<file path="src/rtl/sbox_reg.sv">
// AES forward S-box (SubBytes) for a single byte, registered on the output.
// A new byte is accepted every cycle; the result appears one clock later.
module sbox_reg (
  input  logic       clk,
  input  logic       rst,
  input  logic [7:0] data_in,
  output logic [7:0] data_out
);

  logic [7:0] sub_d;
  logic [7:0] data_q;

  function automatic logic [7:0] sbox_f(input logic [7:0] x);
    logic [7:0] s;
    case (x)
      8'h00: s = 8'h63; 8'h01: s = 8'h7c; 8'h02: s = 8'h77; 8'h03: s = 8'h7b;
      8'h04: s = 8'hf2; 8'h05: s = 8'h6b; 8'h06: s = 8'h6f; 8'h07: s = 8'hc5;
      8'h08: s = 8'h30; 8'h09: s = 8'h01; 8'h0a: s = 8'h67; 8'h0b: s = 8'h2b;
      8'h0c: s = 8'hfe; 8'h0d: s = 8'hd7; 8'h0e: s = 8'hab; 8'h0f: s = 8'h76;
      8'h10: s = 8'hca; 8'h11: s = 8'h82; 8'h12: s = 8'hc9; 8'h13: s = 8'h7d;
      8'h14: s = 8'hfa; 8'h15: s = 8'h59; 8'h16: s = 8'h47; 8'h17: s = 8'hf0;
      8'h18: s = 8'had; 8'h19: s = 8'hd4; 8'h1a: s = 8'ha2; 8'h1b: s = 8'haf;
      8'h1c: s = 8'h9c; 8'h1d: s = 8'ha4; 8'h1e: s = 8'h72; 8'h1f: s = 8'hc0;
      8'h20: s = 8'hb7; 8'h21: s = 8'hfd; 8'h22: s = 8'h93; 8'h23: s = 8'h26;
      8'h24: s = 8'h36; 8'h25: s = 8'h3f; 8'h26: s = 8'hf7; 8'h27: s = 8'hcc;
      8'h28: s = 8'h34; 8'h29: s = 8'ha5; 8'h2a: s = 8'he5; 8'h2b: s = 8'hf1;
      8'h2c: s = 8'h71; 8'h2d: s = 8'hd8; 8'h2e: s = 8'h31; 8'h2f: s = 8'h15;
      8'h30: s = 8'h04; 8'h31: s = 8'hc7; 8'h32: s = 8'h23; 8'h33: s = 8'hc3;
      8'h34: s = 8'h18; 8'h35: s = 8'h96; 8'h36: s = 8'h05; 8'h37: s = 8'h9a;
      8'h38: s = 8'h07; 8'h39: s = 8'h12; 8'h3a: s = 8'h80; 8'h3b: s = 8'he2;
      8'h3c: s = 8'heb; 8'h3d: s = 8'h27; 8'h3e: s = 8'hb2; 8'h3f: s = 8'h75;
      8'h40: s = 8'h09; 8'h41: s = 8'h83; 8'h42: s = 8'h2c; 8'h43: s = 8'h1a;
      8'h44: s = 8'h1b; 8'h45: s = 8'h6e; 8'h46: s = 8'h5a; 8'h47: s = 8'ha0;
      8'h48: s = 8'h52; 8'h49: s = 8'h3b; 8'h4a: s = 8'hd6; 8'h4b: s = 8'hb3;
      8'h4c: s = 8'h29; 8'h4d: s = 8'he3; 8'h4e: s = 8'h2f; 8'h4f: s = 8'h84;
      8'h50: s = 8'h53; 8'h51: s = 8'hd1; 8'h52: s = 8'h00; 8'h53: s = 8'hed;
      8'h54: s = 8'h20; 8'h55: s = 8'hfc; 8'h56: s = 8'hb1; 8'h57: s = 8'h5b;
      8'h58: s = 8'h6a; 8'h59: s = 8'hcb; 8'h5a: s = 8'hbe; 8'h5b: s = 8'h39;
      8'h5c: s = 8'h4a; 8'h5d: s = 8'h4c; 8'h5e: s = 8'h58; 8'h5f: s = 8'hcf;
      8'h60: s = 8'hd0; 8'h61: s = 8'hef; 8'h62: s = 8'haa; 8'h63: s = 8'hfb;
      8'h64: s = 8'h43; 8'h65: s = 8'h4d; 8'h66: s = 8'h33; 8'h67: s = 8'h85;
      8'h68: s = 8'h45; 8'h69: s = 8'hf9; 8'h6a: s = 8'h02; 8'h6b: s = 8'h7f;
      8'h6c: s = 8'h50; 8'h6d: s = 8'h3c; 8'h6e: s = 8'h9f; 8'h6f: s = 8'ha8;
      8'h70: s = 8'h51; 8'h71: s = 8'ha3; 8'h72: s = 8'h40; 8'h73: s = 8'h8f;
      8'h74: s = 8'h92; 8'h75: s = 8'h9d; 8'h76: s = 8'h38; 8'h77: s = 8'hf5;
      8'h78: s = 8'hbc; 8'h79: s = 8'hb6; 8'h7a: s = 8'hda; 8'h7b: s = 8'h21;
      8'h7c: s = 8'h10; 8'h7d: s = 8'hff; 8'h7e: s = 8'hf3; 8'h7f: s = 8'hd2;
      8'h80: s = 8'hcd; 8'h81: s = 8'h0c; 8'h82: s = 8'h13; 8'h83: s = 8'hec;
      8'h84: s = 8'h5f; 8'h85: s = 8'h97; 8'h86: s = 8'h44; 8'h87: s = 8'h17;
      8'h88: s = 8'hc4; 8'h89: s = 8'ha7; 8'h8a: s = 8'h7e; 8'h8b: s = 8'h3d;
      8'h8c: s = 8'h64; 8'h8d: s = 8'h5d; 8'h8e: s = 8'h19; 8'h8f: s = 8'h73;
      8'h90: s = 8'h60; 8'h91: s = 8'h81; 8'h92: s = 8'h4f; 8'h93: s = 8'hdc;
      8'h94: s = 8'h22; 8'h95: s = 8'h2a; 8'h96: s = 8'h90; 8'h97: s = 8'h88;
      8'h98: s = 8'h46; 8'h99: s = 8'hee; 8'h9a: s = 8'hb8; 8'h9b: s = 8'h14;
      8'h9c: s = 8'hde; 8'h9d: s = 8'h5e; 8'h9e: s = 8'h0b; 8'h9f: s = 8'hdb;
      8'ha0: s = 8'he0; 8'ha1: s = 8'h32; 8'ha2: s = 8'h3a; 8'ha3: s = 8'h0a;
      8'ha4: s = 8'h49; 8'ha5: s = 8'h06; 8'ha6: s = 8'h24; 8'ha7: s = 8'h5c;
      8'ha8: s = 8'hc2; 8'ha9: s = 8'hd3; 8'haa: s = 8'hac; 8'hab: s = 8'h62;
      8'hac: s = 8'h91; 8'had: s = 8'h95; 8'hae: s = 8'he4; 8'haf: s = 8'h79;
      8'hb0: s = 8'he7; 8'hb1: s = 8'hc8; 8'hb2: s = 8'h37; 8'hb3: s = 8'h6d;
      8'hb4: s = 8'h8d; 8'hb5: s = 8'hd5; 8'hb6: s = 8'h4e; 8'hb7: s = 8'ha9;
      8'hb8: s = 8'h6c; 8'hb9: s = 8'h56; 8'hba: s = 8'hf4; 8'hbb: s = 8'hea;
      8'hbc: s = 8'h65; 8'hbd: s = 8'h7a; 8'hbe: s = 8'hae; 8'hbf: s = 8'h08;
      8'hc0: s = 8'hba; 8'hc1: s = 8'h78; 8'hc2: s = 8'h25; 8'hc3: s = 8'h2e;
      8'hc4: s = 8'h1c; 8'hc5: s = 8'ha6; 8'hc6: s = 8'hb4; 8'hc7: s = 8'hc6;
      8'hc8: s = 8'he8; 8'hc9: s = 8'hdd; 8'hca: s = 8'h74; 8'hcb: s = 8'h1f;
      8'hcc: s = 8'h4b; 8'hcd: s = 8'hbd; 8'hce: s = 8'h8b; 8'hcf: s = 8'h8a;
      8'hd0: s = 8'h70; 8'hd1: s = 8'h3e; 8'hd2: s = 8'hb5; 8'hd3: s = 8'h66;
      8'hd4: s = 8'h48; 8'hd5: s = 8'h03; 8'hd6: s = 8'hf6; 8'hd7: s = 8'h0e;
      8'hd8: s = 8'h61; 8'hd9: s = 8'h35; 8'hda: s = 8'h57; 8'hdb: s = 8'hb9;
      8'hdc: s = 8'h86; 8'hdd: s = 8'hc1; 8'hde: s = 8'h1d; 8'hdf: s = 8'h9e;
      8'he0: s = 8'he1; 8'he1: s = 8'hf8; 8'he2: s = 8'h98; 8'he3: s = 8'h11;
      8'he4: s = 8'h69; 8'he5: s = 8'hd9; 8'he6: s = 8'h8e; 8'he7: s = 8'h94;
      8'he8: s = 8'h9b; 8'he9: s = 8'h1e; 8'hea: s = 8'h87; 8'heb: s = 8'he9;
      8'hec: s = 8'hce; 8'hed: s = 8'h55; 8'hee: s = 8'h28; 8'hef: s = 8'hdf;
      8'hf0: s = 8'h8c; 8'hf1: s = 8'ha1; 8'hf2: s = 8'h89; 8'hf3: s = 8'h0d;
      8'hf4: s = 8'hbf; 8'hf5: s = 8'he6; 8'hf6: s = 8'h42; 8'hf7: s = 8'h68;
      8'hf8: s = 8'h41; 8'hf9: s = 8'h99; 8'hfa: s = 8'h2d; 8'hfb: s = 8'h0f;
      8'hfc: s = 8'hb0; 8'hfd: s = 8'h54; 8'hfe: s = 8'hbb; 8'hff: s = 8'h16;
      // Unreachable: all 256 codes are listed above.
      default: s = 8'h00;
    endcase
    return s;
  endfunction

  always_comb begin
    sub_d = sbox_f(data_in);
  end

  always_ff @(posedge clk or posedge rst) begin
    if (rst) begin
      data_q <= 8'h00;
    end else begin
      data_q <= sub_d;
    end
  end

  assign data_out = data_q;

endmodule

</file>
<file path="config.mk">
export PLATFORM = sky130hd
export DESIGN_NAME = sbox_reg
export DESIGN_NICKNAME = d
export VERILOG_FILES = /design/src/rtl/sbox_reg.sv
export SDC_FILE = /design/constraint.sdc
export NUM_CORES = 1
export LEC_CHECK = 0
export ABC_AREA = 1
export BUFFER_PORTS_ARGS = -buffer_cell sky130_fd_sc_hd__buf_4
export CORE_ASPECT_RATIO = 1.5
export CORE_MARGIN = 3
export CORE_UTILIZATION = 30
export DETAILED_ROUTE_END_ITERATION = 8
export PLACE_DENSITY_LB_ADDON = 0.08
export SLEW_MARGIN = 20
export SYNTH_ARGS = -nofsm -noshare
export SYNTH_HDL_FRONTEND = slang
export SYNTH_SLANG_ARGS = --single-unit
</file>
<file path="constraint.sdc">
create_clock -name clk -period 0.8 [get_ports clk]
set_input_delay 0.12 -clock clk [delete_from_list [all_inputs] [get_ports clk]]
set_output_delay 0.12 -clock clk [all_outputs]
set_load 0.01 [all_outputs]
</file>
=== Word level (Yosys, flattened, before mapping) ===
Memory sizes are Yosys's and may differ from the RTL's. A register that Yosys moved wholly into a read port is not among the register bits.
Cells that the tools add are included.

* $add $sub $neg: 0
* Multiply operators: 0
* Divide/modulo/power cells: 0
* $lt $le $gt $ge: 0
* Eq/ne operators: 0
* Shift operators: 0
* Mux-type cells: 0
* Bitwise gates (word level): 0
* Reductions and logical operators: 0

* Register bits: 0
* Latch bits: 0
* Bits in writable memories: 0
* Bits in read-only memories: 2048
* Word-level logic and storage cells: 1
* Memories kept: 1

{| class="wikitable"
|+ Memories
! memory !! words !! bits a word !! read ports !! clocked after memory_dff !! wr ports !! line !! text
|-
| (no name shown) || 256 || 8 || 1 || 1 || 0 || 15 || <nowiki>case (x)</nowiki>
|}

=== Longest topological paths before layout ===
* Depth in word-level cells: 0
* Gate-level depth with buffers: 14
* Depth with buffers taken out: 14

=== Worst setup path after synthesis ===
OpenSTA, ideal clock, no wires.

* Kind: input to register
* From: input data_in[1]
* To: register data_q[4] (netlist: data_out[4])
* Arrival time: 1275 ps
* Setup slack: -593 ps
* Stages on the path: 11
* Buffers on the path: 0
* Cells stage by stage: inv_2 > ha_1 > inv_2 > nor2_1 > nand2_1 > o21ai_0 > nand2_1 > nand3_1 > nand3_1 > nand3_1 > nand2_1

{| class="wikitable"
|+ RTL lines
! element !! line !! text
|-
| start: declaration || 6 || <nowiki>input logic [7:0] data_in,</nowiki>
|-
| end: declaration || 11 || <nowiki>logic [7:0] data_q;</nowiki>
|}

==> key figures <==
Placed design
  – Routability congestion estimate: 1.13
  – Port Buffers: 17
  – Area after DPL: 0.00478 sq mm
  – Post-place setup slack: -1.05 ns
  – Dpl hpwl: 16900 um

Timing
  – Slew Limit Fails: 0
  – Min Tclk post-route: 1.36 ns
  – Least-Margin Pin Slew: 0.387 ns
  – Part of the cycle the worst path needs: 170%
  – Hold WS: 0.298 ns
  – Hold violation count in the final report: 0
  – Final setup viols: 16
  – Max transition margin: 74.2%
  – Setup WS post-layout: -0.558 ns
  – FMAX: 736 MHz
  – RSZ-0062 raised after global routing: yes

Setup path
  – Worst setup SP type: primary input
  – Critical path class: in2reg
  – Arrival time worst endpoint: 1.47 ns
  – Crit end category: flop
  – WP data required: 0.91 ns
  – CP max FO: 7

GRT
  – Total global routing overflow: 0
  – Global-route wire length before repair: 32100 um
  – Pin count of the biggest net entering global routing: 40
  – Top Usage Layer GRT: met2
  – Initial antenna violation count: 0
  – Grt met1 use: 40.4%
  – Met3 Track Usage GR: 4.58%
  – M2 GR Usage: 56.4%
  – Vias in the first global route: 5432
  – GRT Total Usage: 34.5%

Power and ir drop
  – Peak supply drop: 0.000519 V
  – Internal: 2.57 mW
  – Logic gate share of total power: 72.1%
  – Switching pwr: 2.37 mW
  – Pwr per Cell Area: 928 mW/mm^2
  – Leak: 2.79 nW
  – Flop pwr share: 9.9%
  – Power share of the clock group: 18.0%
  – Net Sw Frac: 48.0%

Floorplan
  – # IOs: 18
  – Die area: 0.0122 sq mm
  – Initial Utilization: 31.4%
  – Chip width: 91.0 um
  – Overall die height: 134 um
  – Core box area: 0.0104 sq mm
  – Row cnt: 45

Logic synthesis
  – Post-Syn Instances: 661
  – Cell taking the most area after synthesis: nand2_1
  – Synth top area share: 28.5%
  – Post-synth design cell area: 0.00325 sq mm
  – Top FF cell, synth: dfrtp_1
  – FFs w/ async S/R, synth: 100%
  – Post-synthesis net count: 686
  – Yosys reg bits: 8
  – Synth Area per Inst: 4.92 sq um
  – Synth unique cells: 31
  – Ys Warns: 0
  – Seq/Total Area, Yosys: 6.15%
  – Synth area leaders: nand2_1 (28%), nand3_1 (26%), dfrtp_1 (6.2%)
  – EDFF count, synth: 0

Final layout
  – Layout cells sized above 1: 35.4%
  – Final Util: 51.4%
  – Max reg flops: 8
  – Synthesis-to-finish area growth: 63.8%
  – Antenna Cells: 0
  – Final Cell Area: 0.00533 sq mm
  – Final nets: 836

Route
  – DR vias/cell: 5.78
  – DRT iter0 DRCs: 558
  – Pre-antenna DRT Iters: 5
  – # DRC: 0
  – Final WL: 21300 um
  – Via count: 5491
  – Routed Antenna Nets: 0
  – Routed length per instance: 22.4 um

Clock network
  – Total CTS buffers: 3
  – TritonCTS clock tree: yes
  – Clock slew at reported path FFs: 0.04 ns
  – TritonCTS sink count: 8
  – CTS H-tree depth: 1
  – Clock root buffer: clkbuf_16
  – Max Buffers Root-to-Sink: 2

Run status
  – Status: finished with violations
  – Violations in the final reports: negative setup slack

Worst hold path
  – Hold EP: data_out[5]$_DFF_PP0_
  – Worst hold path cell count: 5
  – HP Start: data_in[6]
  – Worst hold path type: in2reg

Run
  – Max_cap viols: 0
## per-layer routing
metal / share of wire, % / wire (um)
met1: 35 / 7530
met2: 47 / 9940
met3: 8.7 / 1840
met4: 9.4 / 2000
met5: 0 / 0
## placed cells by master, fill, tap and decap left out, types with 4 or more instances in the layout
cell type	n
nand2_1	222
buf_4	159
nand3_1	150
nor2_1	37
inv_1	30
nand2_2	24
a21oi_1	20
nand3_2	19
o21ai_1	16
buf_12	14
o21ai_0	11
buf_6	11
nor2_4	9
nor2_2	9
nand2_4	8
dfrtp_1	8
nand4_1	7
ha_1	7
inv_2	5
ha_4	5
o211ai_1	4
## critical path: stages
cell and delay, ns:
buf_12 0.12, inv_12 0.05, ha_4 0.34, inv_4 0.06
nor2_4 0.17, nor2_2 0.06, nor2_1 0.11, nand2_1 0.11
nand3_1 0.08, nand3_1 0.08, nand3_1 0.08, nand2_1 0.08
## power groups by stage
stage	Clock, mW	Sequential [mW]	Combinational (mW)
global placement	0	0.486	3.18
CTS	0.878	0.489	3.37
floorplan	0	0.511	1.60
finish	0.890	0.489	3.56
global route	0.907	0.493	3.79
detailed placement	0	0.484	3.15
## cell families after synthesis
logic type                 share of synthesized area, %
adders and majority gates                          5.77
buffers and inverters                              12.1
and+or+nand+nor                                    65.3
DFF                                                6.15
AOI/OAI and AO/OA                                  10.7
## stage by stage
step / instances / TNS [ns] / total power, mW
6_report: 950 / -4.60 / 4.94
3_5_place_dp: 937 / -7.73 / 3.63
3_3_place_gp: 937 / -7.65 / 3.67
5_1_grt: 950 / -5.33 / 5.19
2_1_floorplan: 661 / -3.00 / 2.11
4_1_cts: 944 / -4.35 / 4.73
## area by class of cell
cell class | instances | area, sq um
Clock buffer | 3 | 75.1
Fill cell | 1172 | 5030
Inverter | 43 | 213
Multi-Input combinational cell | 569 | 3040
Sequential cell | 8 | 200
Tap cell | 141 | 176
Timing Repair Buffer | 186 | 1620
## cell usage after synthesis, types with 2 or more instances
cell,instances
nand2_1,247
nand3_1,169
nor2_1,48
inv_1,33
a21oi_1,22
o21ai_0,19
ha_1,15
clkbuf_1,14
buf_2,13
o21ai_1,12
dfrtp_1,8
buf_4,7
nand2_2,7
nand4_1,7
inv_2,6
nor2_2,6
buf_6,4
o211ai_1,4
a31oi_1,3
buf_1,3
a21oi_2,2
clkinv_1,2
inv_4,2
## what timing repair did
action / 4_1_cts / 5_1_grt
resized for setup: 77 / 27
hold endpoints to repair: 8 / 0
buffers inserted: 4 / 6
hold buffers: 1 / 0
pin swaps: 15 / 11
setup endpoints to repair: 16 / 16
## worst max-delay path by stage
| stage | startpoint | end | slack (ns) |
|---|---|---|---|
| final | data_in[0] | data_out[6]$_DFF_PP0_ | -0.56 |
| after global routing | data_in[0] | data_out[6]$_DFF_PP0_ | -0.64 |
| after CTS | data_in[1] | data_out[6]$_DFF_PP0_ | -0.53 |
| after detailed placement | data_in[1] | data_out[7]$_DFF_PP0_ | -1.05 |
| after global placement | data_in[0] | data_out[5]$_DFF_PP0_ | -1.00 |
| after floorplan | data_in[1] | data_out[0]$_DFF_PP0_ | -0.40 |
No activity file was read; power rests on OpenSTA's default activity.
